===== config.mk =====
export PLATFORM = sky130hd
export DESIGN_NAME = pe_demux
export DESIGN_NICKNAME = d
export VERILOG_FILES = /design/src/rtl/pe_pkg.sv /design/src/rtl/pe_demux_lane.sv /design/src/rtl/pe_demux.sv
export SDC_FILE = /design/constraint.sdc
export NUM_CORES = 1
export LEC_CHECK = 0
export CAP_MARGIN = 20
export CORE_ASPECT_RATIO = 0.75
export CORE_UTILIZATION = 40
export DETAILED_ROUTE_END_ITERATION = 16
export PLACE_DENSITY_LB_ADDON = 0.3
export SLEW_MARGIN = 5
export SYNTH_ARGS = -nofsm -noshare
export SYNTH_HDL_FRONTEND = slang
export SYNTH_SLANG_ARGS = --single-unit

===== constraint.sdc =====
create_clock -name clk -period 3.39 [get_ports clk]
set_clock_uncertainty 0.15 [all_clocks]
set_input_delay 0.678 -clock clk [delete_from_list [all_inputs] [get_ports clk]]
set_output_delay 0.678 -clock clk [all_outputs]
set_load 0.01 [all_outputs]

===== src/rtl/pe_pkg.sv =====
// Shared types for the pe_demux lane slices.
package pe_pkg;

  typedef enum logic {
    LANE_EMPTY = 1'b0,
    LANE_FULL  = 1'b1
  } lane_state_t;

endpackage


===== src/rtl/pe_demux_lane.sv =====
// One-entry register slice: holds a single word per output lane with push/pop/clear.
module pe_demux_lane
  import pe_pkg::*;
#(
  parameter int WIDTH = 8
) (
  input  logic             clk,
  input  logic             rst,
  input  logic             clear,
  input  logic             push,
  input  logic             pop,
  input  logic [WIDTH-1:0] push_data,
  output logic             valid,
  output logic [WIDTH-1:0] data
);

  lane_state_t state;

  // A push wins over a pop in the same cycle so a streaming lane never bubbles.
  always_ff @(posedge clk or posedge rst) begin
    if (rst) begin
      state <= LANE_EMPTY;
    end else if (clear) begin
      state <= LANE_EMPTY;
    end else if (push) begin
      state <= LANE_FULL;
    end else if (pop) begin
      state <= LANE_EMPTY;
    end
  end

  // Data is only written on a push, so an emptied lane keeps showing its last word.
  always_ff @(posedge clk or posedge rst) begin
    if (rst) begin
      data <= '0;
    end else if (push && !clear) begin
      data <= push_data;
    end
  end

  assign valid = (state == LANE_FULL);

endmodule


===== src/rtl/pe_demux.sv =====
// Demultiplexes one valid/ready stream onto N one-entry lanes, by select or round-robin.
module pe_demux
  import pe_pkg::*;
#(
  parameter int WIDTH     = 8,
  parameter int SEL_WIDTH = 3
) (
  input  logic                        clk,
  input  logic                        rst,
  input  logic                        in_valid,
  output logic                        in_ready,
  input  logic [WIDTH-1:0]            in_data,
  input  logic [SEL_WIDTH-1:0]        in_sel,
  input  logic                        auto_mode,
  input  logic                        clear,
  output logic [(1<<SEL_WIDTH)-1:0]   out_valid,
  input  logic [(1<<SEL_WIDTH)-1:0]   out_ready,
  output logic [WIDTH-1:0]            out_data [(1<<SEL_WIDTH)-1:0],
  output logic [SEL_WIDTH-1:0]        ptr,
  output logic                        wrap
);

  localparam int N = 1 << SEL_WIDTH;
  localparam logic [SEL_WIDTH-1:0] PTR_LAST = SEL_WIDTH'(N - 1);

  logic [SEL_WIDTH-1:0] target;
  logic                 accept;

  // A full lane can still take a word when its consumer drains it in the same cycle.
  assign target   = auto_mode ? ptr : in_sel;
  assign in_ready = !clear && (!out_valid[target] || out_ready[target]);
  assign accept   = in_valid && in_ready;

  for (genvar i = 0; i < N; i++) begin : g_lane
    pe_demux_lane #(
      .WIDTH(WIDTH)
    ) u_lane (
      .clk      (clk),
      .rst      (rst),
      .clear    (clear),
      .push     (accept && (target == SEL_WIDTH'(i))),
      .pop      (out_ready[i]),
      .push_data(in_data),
      .valid    (out_valid[i]),
      .data     (out_data[i])
    );
  end

  // Pointer only advances on accepted words in auto mode; wrap flags the N-1 -> 0 step.
  always_ff @(posedge clk or posedge rst) begin
    if (rst) begin
      ptr  <= '0;
      wrap <= 1'b0;
    end else if (clear) begin
      ptr  <= '0;
      wrap <= 1'b0;
    end else begin
      wrap <= 1'b0;
      if (accept && auto_mode) begin
        ptr  <= ptr + SEL_WIDTH'(1);
        wrap <= (ptr == PTR_LAST);
      end
    end
  end

endmodule

==> results.tsv <==
stage	metric	value	unit
worst_setup_path	Worst setup EP type	primary output	
synthesis	FF+latch count, synth	76	
worst_setup_path	Buf/Inv on CP	4	
placement	DP Wirelength	5.98	mm
power_and_ir_drop	Max VDD drop	348	uV
synthesis	Post-synth EDFFs	0	
drt	Detailed Routing Iterations Pass 1	4	
worst_setup_path	Worst Path Required	2.56	ns
worst_setup_path	r2r startpoint	ptr[1]	
synthesis	Avg Cell Area, Syn	15.0	sq um
placement	DP Area	4800	sq um
floorplanning	I/O pins	101	
grt	initial antenna violation count	0	
sta	Slew Viols, Final	0	
drt	DRC	0	
synthesis	top cells by area, synth	dfrtp_1 54%, mux2_4 14%, mux2_2 11%	
grt	largest net degree at the start of global routing	47	
sta	Final Setup Violations	0	
final_layout	multi-input logic area	1490	sq um
worst_setup_path	max incr delay on CP	0.47	ns
placement	Buffers on Ports	100	
synthesis	number of synthesis warnings	0	
worst_setup_path	worst r2r path cells	8	
final_layout	share of cells above drive strength 1	0.360	
worst_setup_path	Critical Path AT	2.47	ns
floorplanning	die area	9170	sq um
worst_setup_path	CP Cell Sequence	clkdlybuf4s50_1 > buf_4 > or3_4 > o31ai_4 > buf_4 > a22oi_4 > nand3_4 > nand2_1 > nor2_1 > clkdlybuf4s15_1	
grt	number of global-route vias before repair	2422	
worst_setup_path	most used cell, CP	buf_4	
synthesis	top_reg_cell synth	dfrtp_1	
sta	setup TNS	0	ns
synthesis	largest area contributor in the netlist	dfrtp_1	
floorplanning	Starting Density	0.414	
clock_tree	Sink Count	76	
clock_tree	htree depth	3	
floorplanning	Die Span Y	83.2	um
hold_path	hold path depth	1	
synthesis	count leader, synth	dfrtp_1	
worst_setup_path	r2r endpoint	g_lane[6].u_lane.data[4]	
synthesis	register area share after synthesis	0.541	
sta	Tmin final	3.30	ns
sta	period utilization	0.974	
sta	Slew @ Worst Pin	0.674	ns
synthesis	asr flop ratio synth	1.00	
drt	drt via density	4.91	
grt	Total GRT Usage	0.195	
hold_path	min-delay worst type	flip-flop to flip-flop	
clock_tree	CTS tree	yes	
flow_run	# Max-Cap Violations	0	
synthesis	syn_nets	260	
drt	DRT iter0 DRCs	69	
synthesis	synth unique cells	38	
final_layout	final net count	385	
clock_tree	clk slew on worst S/H paths	0.06	ns
hold_path	HP Start	g_lane[0].u_lane.data[5]	
final_layout	# fillers	671	
synthesis	post-synth top area share	0.541	
final_layout	Sequential Area	1900	sq um
clock_tree	cts hold-fix bufs	0	
grt	first-pass GRT wire length	13.2	mm
worst_setup_path	crit path kind	input pin to primary output	
sta	Slew HR	0.550	
power_and_ir_drop	PD cells	599	nW/um^2
synthesis	Synth top cells by count	76 x dfrtp_1, 34 x mux2_2, 32 x mux2_4	
drt	Routed WL per cell	17.5	um
clock_tree	clk_lat worst skew	0.32	ns
drt	ANT nets after route	0	
grt	grt ovf	0	
sta	highest clock rate	303	MHz
sta	unrepaired setup endpoints after global routing	false	
clock_tree	root buf cell	clkbuf_16	
power_and_ir_drop	P_leak	2.30	nW
hold_path	worst-case hold path end point	g_lane[0].u_lane.data[5]	
floorplanning	core area	8490	sq um
worst_setup_path	critical path's slowest cell	clkdlybuf4s50_1	
placement	Placer Congestion	0.844	
synthesis	mapped cell area	3510	sq um
final_layout	design area	5120	sq um
floorplanning	num rows	29	
floorplanning	die span in x	110	um
sta	worst hold slack	0.354	ns
synthesis	synthesized instance count	234	
worst_setup_path	Worst setup SP type	input pin	
worst_setup_path	reg-to-reg slack, setup	0.92	ns
drt	Vias	2319	
clock_tree	Num CTS Buffers	9	
worst_setup_path	largest fanout on the critical path	2	
clock_tree	Longest Clk Path Bufs	2	
drt	final wirelength	8.24	mm
final_layout	Antenna diodes	0	
worst_setup_path	CP top delay family	buffers and inverters	
outcome	status	complete, no violations	
sta	endpoints failing hold	0	
final_layout	Layout area overhead	45.8	%
[where the power goes]
part	internal (mW)	switching (mW)
sequential	1.10	0.111
clock	0.595	0.383
combinational	0.570	0.311
[placed cells by master (no fill, tap or decap), types with 4 or more instances in the layout]
master | netlist | routed
clkbuf_16 | 0 | 9
buf_12 | 0 | 5
buf_4 | 8 | 23
nand2_1 | 16 | 16
nor2_1 | 11 | 11
mux2_4 | 32 | 32
dfrtp_1 | 76 | 76
clkdlybuf4s50_1 | 0 | 98
nand3_4 | 4 | 4
mux2_2 | 34 | 34
[cell type report]
cell class / instances / share of cell area
clock inverters: 6 / 0.0137
flip-flops and latches: 76 / 0.371
clock buffers: 10 / 0.0467
inverters: 4 / 0.00293
repair buffers: 128 / 0.248
multi-input cells: 140 / 0.290
well taps: 108 / 0.0264
[through the flow]
step	utilization	total power [mW]	setup WS, ns	instances
after floorplan	-	1.59	0.624	234
after global placement	0.566	2.09	-0.318	456
after detailed placement	0.566	2.11	-0.360	456
after CTS	0.603	3.11	0.0349	472
after global routing	0.603	3.21	0.0129	472
final	0.603	3.07	0.0877	472
[state kept, by name, summed over array words and instances, names as in the netlist]
signal               count
ptr                      3
wrap                     1
g_lane.u_lane.data      64
g_lane.u_lane.valid      8
[cells by family after synthesis]
family | synth area share
compound gates | 0.0424
flops | 0.541
fa+ha+maj | 0.00712
simple gates | 0.104
buf+inv | 0.0385
mux | 0.267
[worst max path at each step]
stage,from,to,slack (ns),cells past startpoint
6_report,in_sel[0],in_ready,0.09,10
5_1_grt,in_sel[0],in_ready,0.01,10
4_1_cts,in_sel[0],in_ready,0.03,10
3_5_place_dp,auto_mode,in_ready,-0.36,8
3_3_place_gp,auto_mode,in_ready,-0.32,8
2_1_floorplan,rst,g_lane[0].u_lane.data[0],0.62,1
[metal layers]
metal  vias up  global-route usage  part of all wire
met5         -                   0                 0
met4         0              0.0502            0.0083
met3         6              0.0479             0.048
met2        73               0.285              0.45
met1      1163               0.287              0.49
li1       1077                   -                 -
[repair_timing]
item | in CTS | in global routing
setup buffers | 0 | 0
pin swaps | 0 | 0
resized for setup | 3 | 2
endpoints found under the setup margin | 1 | 1
Note: power is estimated with default switching activity, not from simulation.
